## src/rtl/psg_pan_mixer.sv

```systemverilog
// Serial stereo mixer for NCH unsigned PSG channels: one channel accumulated per clock
// after each accepted ce_sample, then shifted and saturated to OUT_W-bit L/R samples.
module psg_pan_mixer #(
  parameter int NCH        = 3,
  parameter int WIDTH      = 12,
  parameter int OUT_W      = 16,
  parameter int SHIFT      = 3,
  parameter int MONO_SHIFT = 2
) (
  input  logic                 clk_sys_i,
  input  logic                 reset_i,
  input  logic                 ce_sample_i,
  input  logic [NCH*WIDTH-1:0] ch_in_i,
  input  logic [1:0]           mode_i,
  input  logic [2*NCH-1:0]     pan_i,
  output logic [OUT_W-1:0]     audio_l_o,
  output logic [OUT_W-1:0]     audio_r_o,
  output logic                 valid_o,
  output logic                 busy_o,
  output logic [7:0]           overrun_o
);

  localparam int ACC_W  = WIDTH + $clog2(NCH) + 1;
  localparam int IDX_W  = $clog2(NCH);
  localparam int MAXS   = (SHIFT > MONO_SHIFT) ? SHIFT : MONO_SHIFT;
  localparam int FULL_W = (ACC_W + MAXS > OUT_W) ? ACC_W + MAXS : OUT_W + 1;
  localparam logic [FULL_W-1:0] SAT_MAX = (FULL_W'(1) << OUT_W) - FULL_W'(1);

  typedef enum logic [1:0] {IDLE, ACC, OUT} state_t;

  state_t               state_q;
  logic [NCH*WIDTH-1:0] ch_q;
  logic [1:0]           mode_q;
  logic [2*NCH-1:0]     pan_q;
  logic [IDX_W-1:0]     idx_q;
  logic [ACC_W-1:0]     acc_l_q, acc_r_q, acc_l_d, acc_r_d;
  logic [OUT_W-1:0]     audio_l_q, audio_r_q;
  logic                 valid_q, busy_q;
  logic [7:0]           overrun_q;
  logic [WIDTH-1:0]     ch_cur;
  logic                 w_l, w_r, mono;

  // Shift at full width so saturation sees every bit before truncation.
  function automatic logic [OUT_W-1:0] sat(input logic [ACC_W-1:0] a, input logic is_mono);
    logic [FULL_W-1:0] s;
    s = is_mono ? (FULL_W'(a) << MONO_SHIFT) : (FULL_W'(a) << SHIFT);
    return (s > SAT_MAX) ? {OUT_W{1'b1}} : s[OUT_W-1:0];
  endfunction

  assign mono = (mode_q == 2'd0);

  // Mono mode uses acc_l as the single accumulator.
  always_comb begin
    ch_cur = '0;
    w_l    = 1'b0;
    w_r    = 1'b0;
    for (int i = 0; i < NCH; i++) begin
      if (idx_q == IDX_W'(i)) begin
        ch_cur = ch_q[i*WIDTH +: WIDTH];
        case (mode_q)
          2'd0:    begin w_l = 1'b1;     w_r = 1'b0;     end
          2'd1:    begin w_l = (i != 2); w_r = (i != 0); end
          2'd2:    begin w_l = (i != 1); w_r = (i != 0); end
          default: {w_r, w_l} = pan_q[2*i +: 2];
        endcase
      end
    end
  end

  assign acc_l_d = acc_l_q + (w_l ? ACC_W'(ch_cur) : ACC_W'(0));
  assign acc_r_d = acc_r_q + (w_r ? ACC_W'(ch_cur) : ACC_W'(0));

  always_ff @(posedge clk_sys_i) begin
    if (reset_i) begin
      state_q   <= IDLE;
      ch_q      <= '0;
      mode_q    <= '0;
      pan_q     <= '0;
      idx_q     <= '0;
      acc_l_q   <= '0;
      acc_r_q   <= '0;
      audio_l_q <= '0;
      audio_r_q <= '0;
      valid_q   <= 1'b0;
      busy_q    <= 1'b0;
      overrun_q <= '0;
    end else begin
      valid_q <= 1'b0;
      case (state_q)
        IDLE: if (ce_sample_i) begin
          ch_q    <= ch_in_i;
          mode_q  <= mode_i;
          pan_q   <= pan_i;
          acc_l_q <= '0;
          acc_r_q <= '0;
          idx_q   <= '0;
          busy_q  <= 1'b1;
          state_q <= ACC;
        end
        ACC: begin
          acc_l_q <= acc_l_d;
          acc_r_q <= acc_r_d;
          idx_q   <= idx_q + IDX_W'(1);
          if (idx_q == IDX_W'(NCH - 1)) begin
            audio_l_q <= sat(acc_l_d, mono);
            audio_r_q <= mono ? sat(acc_l_d, 1'b1) : sat(acc_r_d, 1'b0);
            valid_q   <= 1'b1;
            state_q   <= OUT;
          end
        end
        OUT: begin
          busy_q  <= 1'b0;
          state_q <= IDLE;
        end
        default: state_q <= IDLE;
      endcase
      // Strobes during ACC or OUT (the valid cycle) are dropped and counted.
      if (state_q != IDLE && ce_sample_i && overrun_q != 8'hFF)
        overrun_q <= overrun_q + 8'd1;
    end
  end

  assign audio_l_o = audio_l_q;
  assign audio_r_o = audio_r_q;
  assign valid_o   = valid_q;
  assign busy_o    = busy_q;
  assign overrun_o = overrun_q;

endmodule

```

## config.mk

```make
export PLATFORM = sky130hd
export DESIGN_NAME = psg_pan_mixer
export DESIGN_NICKNAME = d
export VERILOG_FILES = /design/src/rtl/psg_pan_mixer.sv
export SDC_FILE = /design/constraint.sdc
export NUM_CORES = 1
export LEC_CHECK = 0
export BUFFER_PORTS_ARGS = -buffer_cell sky130_fd_sc_hd__buf_2
export CORE_UTILIZATION = 45
export DETAILED_ROUTE_END_ITERATION = 6
export GPL_TIMING_DRIVEN = 0
export PLACE_DENSITY = 0.68
export SYNTH_ARGS = -nofsm -noshare
export SYNTH_HDL_FRONTEND = slang
export SYNTH_SLANG_ARGS = --single-unit
export TNS_END_PERCENT = 20
```

## constraint.sdc

```tcl
create_clock -name clk_sys_i -period 5.6 [get_ports clk_sys_i]
set_clock_uncertainty 0.2 [all_clocks]
set_input_delay 1.68 -clock clk_sys_i [delete_from_list [all_inputs] [get_ports clk_sys_i]]
set_output_delay 1.68 -clock clk_sys_i [all_outputs]
set_load 0.02 [all_outputs]
```

# --- After elaboration in Yosys (flattened, before gate mapping) ---
# Cells that the tools add are included.
word_totals:
  ff_bits: 120
  in_bits: 47
  out_inout_bits: 42
  elab_cells: 80
classes:
  n_addsub: 4
  n_lt_le_gt_ge: 3
  n_eq_ne: 9
  muxes: 33
  n_bitwise: 1
  reduce_logical: 18
op_table:
  columns: ["operator", "count"]
  rows:
  - ["$mux 16", 4]
  - ["$mux 12", 5]
  - ["$pmux 15 s2", 2]
  - ["$gt 18x16->1 const B", 2]
  - ["$add 15x12->15", 2]
  - ["$mux 18", 1]
  - ["$gt 17x16->1 const B", 1]
  - ["$mux 15", 1]
  - ["$mux 1", 10]
  - ["$pmux 1 s2", 5]
  - ["$reduce_and 2->1", 5]
  - ["$add 8x1->8 const B", 1]
  - ["$ne 8x8->1 const B", 1]
  - ["$pmux 2 s2", 2]
  - ["$reduce_or 2->1", 4]
  - ["$eq 2x1->1 const B", 3]
  - ["$eq 2x2->1 const B", 3]
  - ["$logic_not 2->1", 3]
  - ["$mux 2", 3]
  - ["$reduce_bool 2->1", 3]
  - ["$ne 2x2->1 const B", 2]
  - ["$reduce_or 3->1", 1]
  - ["$add 2x1->2 const B", 1]
  - ["$logic_and 1x1->1", 2]
  - ["$not 1->1", 1]

# --- Depth between registers and ports, before layout ---
depth:
  depth_word: 11
  ltp_mapped: 19
  ltp_nobuf: 17

# --- Worst setup path after synthesis ---
# No wires, ideal clock.
synth_timing:
  path_kind: "reg2reg"
  from: "register mode_q[1]"
  to: "register audio_l_q[10], in the netlist audio_l_o[10]"
  setup_time_ns: 0.137
  t_arrival_ns: 3.597
  required_ns: 5.263
  setup_slack_ns: 1.667
  stages_incl_launch_ff: 18
  path_buffers: 2
  synth_period_minus_slack_ns: 3.933
  path_cell_list: "dfxtp_1 > inv_1 > ha_1 > or3_1 > o211ai_1 > o21ai_0 > o21ai_0 > clkbuf_1 > nor2_1 > ha_1 > a21o_1 > a221oi_2 > o211ai_2 > nand4_1 > xor2_2 > o211a_1 > buf_6 > a311oi_2"
synth_via:
  elab_chain_len: 11
  elab_cells_between_ends: 17
  classes_between: "add/sub: 1; order compare: 1; eq/ne: 2; mux: 9; reduce/logical: 4"
synth_rtl:
  columns: ["element", "line", "text"]
  rows:
  - ["start: declaration", "33", "logic [1:0] mode_q;"]
  - ["start signal: assignment", "92", "mode_q <= mode_i;"]
  - ["$eq 2x2->1, or another cell as far along", "60", "case (mode_q)"]
  - ["$reduce_or 3->1 (no line)", null, null]
  - ["$mux 1", "60", null]
  - ["$mux 1 (3 in a row)", "58", "if (idx_q == IDX_W'(i)) begin"]
  - ["$mux 12", "70", "assign acc_l_d = acc_l_q + (w_l ? ACC_W'(ch_cur) : ACC_W'(0));"]
  - ["$add 15x12->15", "70", null]
  - ["$mux 18 (*)", "46", "s = is_mono ? (FULL_W'(a) << MONO_SHIFT) : (FULL_W'(a) << SHIFT);"]
  - ["$gt 18x16->1", "47", "return (s > SAT_MAX) ? {OUT_W{1'b1}} : s[OUT_W-1:0];"]
  - ["$mux 16 (*)", "47", null]
  - ["end signal: assignment", "105", "audio_l_q <= sat(acc_l_d, mono);"]
  - ["end: declaration", "37", "logic [OUT_W-1:0] audio_l_q, audio_r_q;"]
# Mark *: on every way between the ends. The rest lies on a longest branch, timed or not.
# A chain may end at the register's enable or synchronous reset.

# --- Final worst setup path ---
layout_timing:
  from: "register mode_q[0]"
  to: "register audio_l_q[14], in the netlist audio_l_o[14]"
# Same word-level chain as after synthesis.

==> results.yml <==
run_status:
  status: "complete, no violations"
die:
  core_area_um2: 13880
  fp.dieH_um: 121.2
  die_w_um: 121.2
  rows: 43
  io_pins: 89
  die_area_um2: 14680
  floorplan.initialDensity: 0.4602
global_route:
  antenna_found_initial: 0
  grt_start_max_net_pins: 17
  first_global_vias: 6027
  overflow: 0
  grt.total_usage: 0.2629
  grt_pass1_wl_mm: 29.64
power_and_ir_drop:
  power_switching_w: 0.0005995
  peakVddDrop_mv: 0.2652
  power_leakage_nw: 3.221
  total_power_w: 0.002340
  clock_power_share: 0.500
  seq_power_share: 0.379
  p_int_w: 0.001741
  switching_share: 0.2562
  combPwrFrac: 0.121
  power-per-cell-area_nw_per_um2: 303.7
synth:
  ys.warnings.count: 0
  yosys-top-cells-count: "nand2_1 (156), a21oi_1 (129), dfxtp_1 (118), nor2_1 (107), clkbuf_1 (46)"
  syn_inst: 837
  synth_top_area_share: 0.3698
  synthDistinctLibCells: 64
  ys_seq_area_frac: 0.3698
  synth_area_leader_cell: "dfxtp_1"
  synthArstFlopShare: 0
  avgSynthCellArea_um2: 7.633
  synth_most_common_cell: "nand2_1"
  ys_ff_latch: 118
  synthFlopType: "dfxtp_1"
  yosys-top-cells-area: "dfxtp_1 (37%), a21oi_1 (10%), nand2_1 (9.2%), ha_1 (6.5%), nor2_1 (6.3%)"
  synth_area_um2: 6389
  synth_edf_count: 0
  syn-num-nets: 919
drt:
  drt_pass1_iterations: 5
  num_vias: 6316
  routed_wl_mm: 18.12
  viasPerCell: 5.555
  drc: 0
  ant_nets: 0
  wl_per_cell_um: 15.94
  drt_iter0_drc: 409
clocking:
  tritoncts: "done"
  clk_pin_slew_worst_paths_ns: 0.05
  clockRootBuffer: "clkbuf_16"
  clock_latency_ns: 0.43
  h-tree-depth: 4
  postCtsSetupBuffers: 0
  cts_hold_buf: 0
  cts.sinks: 118
  cts.path.max_buffers: 2
  numCtsBuffers: 17
  cts_resized: 0
final_layout:
  drive_above_1_share: 0.1567
  finalNetCount: 1026
  area_growth_syn_to_layout_pct: 20.62
  diodes: 0
placed_design:
  hpwlAfterDp_mm: 13.50
  port_buffers: 87
  gp_congestion: 0.9331
timing:
  max_slew_margin: 0.4925
  finalHoldViolCount: 0
  slew_viol_final: 0
  period_needed_ns: 4.652
  fin_crit_sh: 0.8307
  setup_tns_ns: 0
  fmax_ghz: 0.2150
  worstMarginPinSlew_ns: 0.7612
  setup_violations: 0
  grt_setup_unrepaired: "no"
worst_setup_path:
  arrival_ns: 4.79
  crit_required_ns: 5.74
  cp-start-kind: "flop"
  crit_type: "reg2reg"
  worstSetupEndpointType: "flop"
  ff2ff_path_depth: 16
  critical_path.max_fanout: 10
worst_hold_path:
  hold_path_class: "reg2reg"
  min_path_cells: 2
run:
  maxCapViolCount: 0
[layout make-up]
class                           count  area, µm²
Fill cell                        1372       6175
Multi-Input combinational cell    648       3742
Sequential cell                   118       2362
Clock buffer                       26      529.3
Timing Repair Buffer               88      446.7
Buffer                             55      229.0
Tap cell                          180      225.2
Clock inverter                      6      111.4
Inverter                           16      60.06
[critical path: stages, from the launching register on]
cell and delay [ns]:
dfxtp_1 0.40, inv_1 0.09, ha_1 0.29, or3_1 0.33, o211ai_1 0.09, o21ai_0 0.10, o21ai_0 0.31, clkbuf_1 0.38
nor2_1 0.13, ha_1 0.35, a21o_1 0.22, a221oi_2 0.37, o211ai_2 0.20, and3_1 0.25, o21ai_0 0.29, o21ai_0 0.27
a211oi_2 0.29
[final timing paths]
check | from | to | slack (ns)
worst max-delay path | mode_q[0] | audio_l_o[14] | 0.95
worst min-delay path | ch_q[20] | ch_q[20] | 0.25
worst max register to register | mode_q[0] | audio_l_o[14] | 0.95
worst min register to register | ch_q[20] | ch_q[20] | 0.25
[cell families (layout without fill, tap and decap cells)]
kind of cell	Yosys count	count (layout)	share of synthesized area
compound gates	240	240	0.2417
buf+inv	71	191	0.04524
xor+xnor	30	30	0.04230
simple gates	339	339	0.2239
flops	118	118	0.3698
mux	4	4	0.006267
fa+ha+maj	35	35	0.07090
[cells in the final DEF, fill, tap and decap left out, types with 4 or more instances in the layout]
master / n
clkbuf_1: 48
xnor2_1: 19
a31oi_1: 12
buf_1: 5
a311oi_1: 7
nand3b_1: 4
a21oi_1: 129
clkbuf_16: 17
buf_2: 87
mux2i_1: 4
o21bai_1: 7
nor3_1: 6
xor2_1: 10
o21ai_0: 29
ha_1: 33
dfxtp_1: 118
a311oi_2: 4
and3_1: 4
inv_1: 16
or2_2: 5
a21o_1: 7
nand3_1: 32
nand4_1: 4
nand2_1: 156
a211oi_2: 6
nor2_1: 107
clkbuf_8: 7
a211oi_1: 6
nand2b_1: 5
or3_1: 5
[sequential cells by signal (all words and copies together), names as in the netlist]
register   cells
state_q        2
acc_l_q       15
audio_l_o     15
mode_q         2
pan_q          6
acc_r_q       15
audio_r_o     15
overrun_o      8
busy_o         1
ch_q          36
valid_o        1
idx_q          2
[stage by stage]
stage	setup WS, ns	hold WS (ns)	utilization	std cells	cell area, µm²
after floorplan	1.667	0.2312	-	837	6389
after global placement	1.062	0.2441	0.5078	1104	7049
after detailed placement	0.9942	0.2467	0.5090	1105	7066
after CTS	0.9283	0.2538	0.5552	1137	7706
after global routing	0.5905	0.2731	0.5552	1137	7706
final	0.9483	0.2525	0.5552	1137	7706
[power by group through the flow]
| stage | clock network (W) | logic, W | registers (W) |
|---|---|---|---|
| after floorplan | 0 | 0.000183 | 0.000903 |
| after global placement | 0 | 0.000276 | 0.000903 |
| after detailed placement | 0 | 0.000278 | 0.000903 |
| after CTS | 0.00118 | 0.000281 | 0.000886 |
| after global routing | 0.00122 | 0.000314 | 0.000889 |
| final | 0.00117 | 0.000283 | 0.000886 |
[per-layer routing]
| metal | routed length [µm] | track usage | up-vias | share of wire |
|---|---|---|---|---|
| met3 | 1125 | 0.06156 | 24 | 0.062 |
| met5 | 0 | 0 | - | 0 |
| met4 | 381 | 0.09568 | 0 | 0.021 |
| met2 | 8361 | 0.4343 | 198 | 0.46 |
| met1 | 8252 | 0.3323 | 2984 | 0.46 |
| li1 | - | - | 3110 | - |
(Power assumes the default switching activity.)
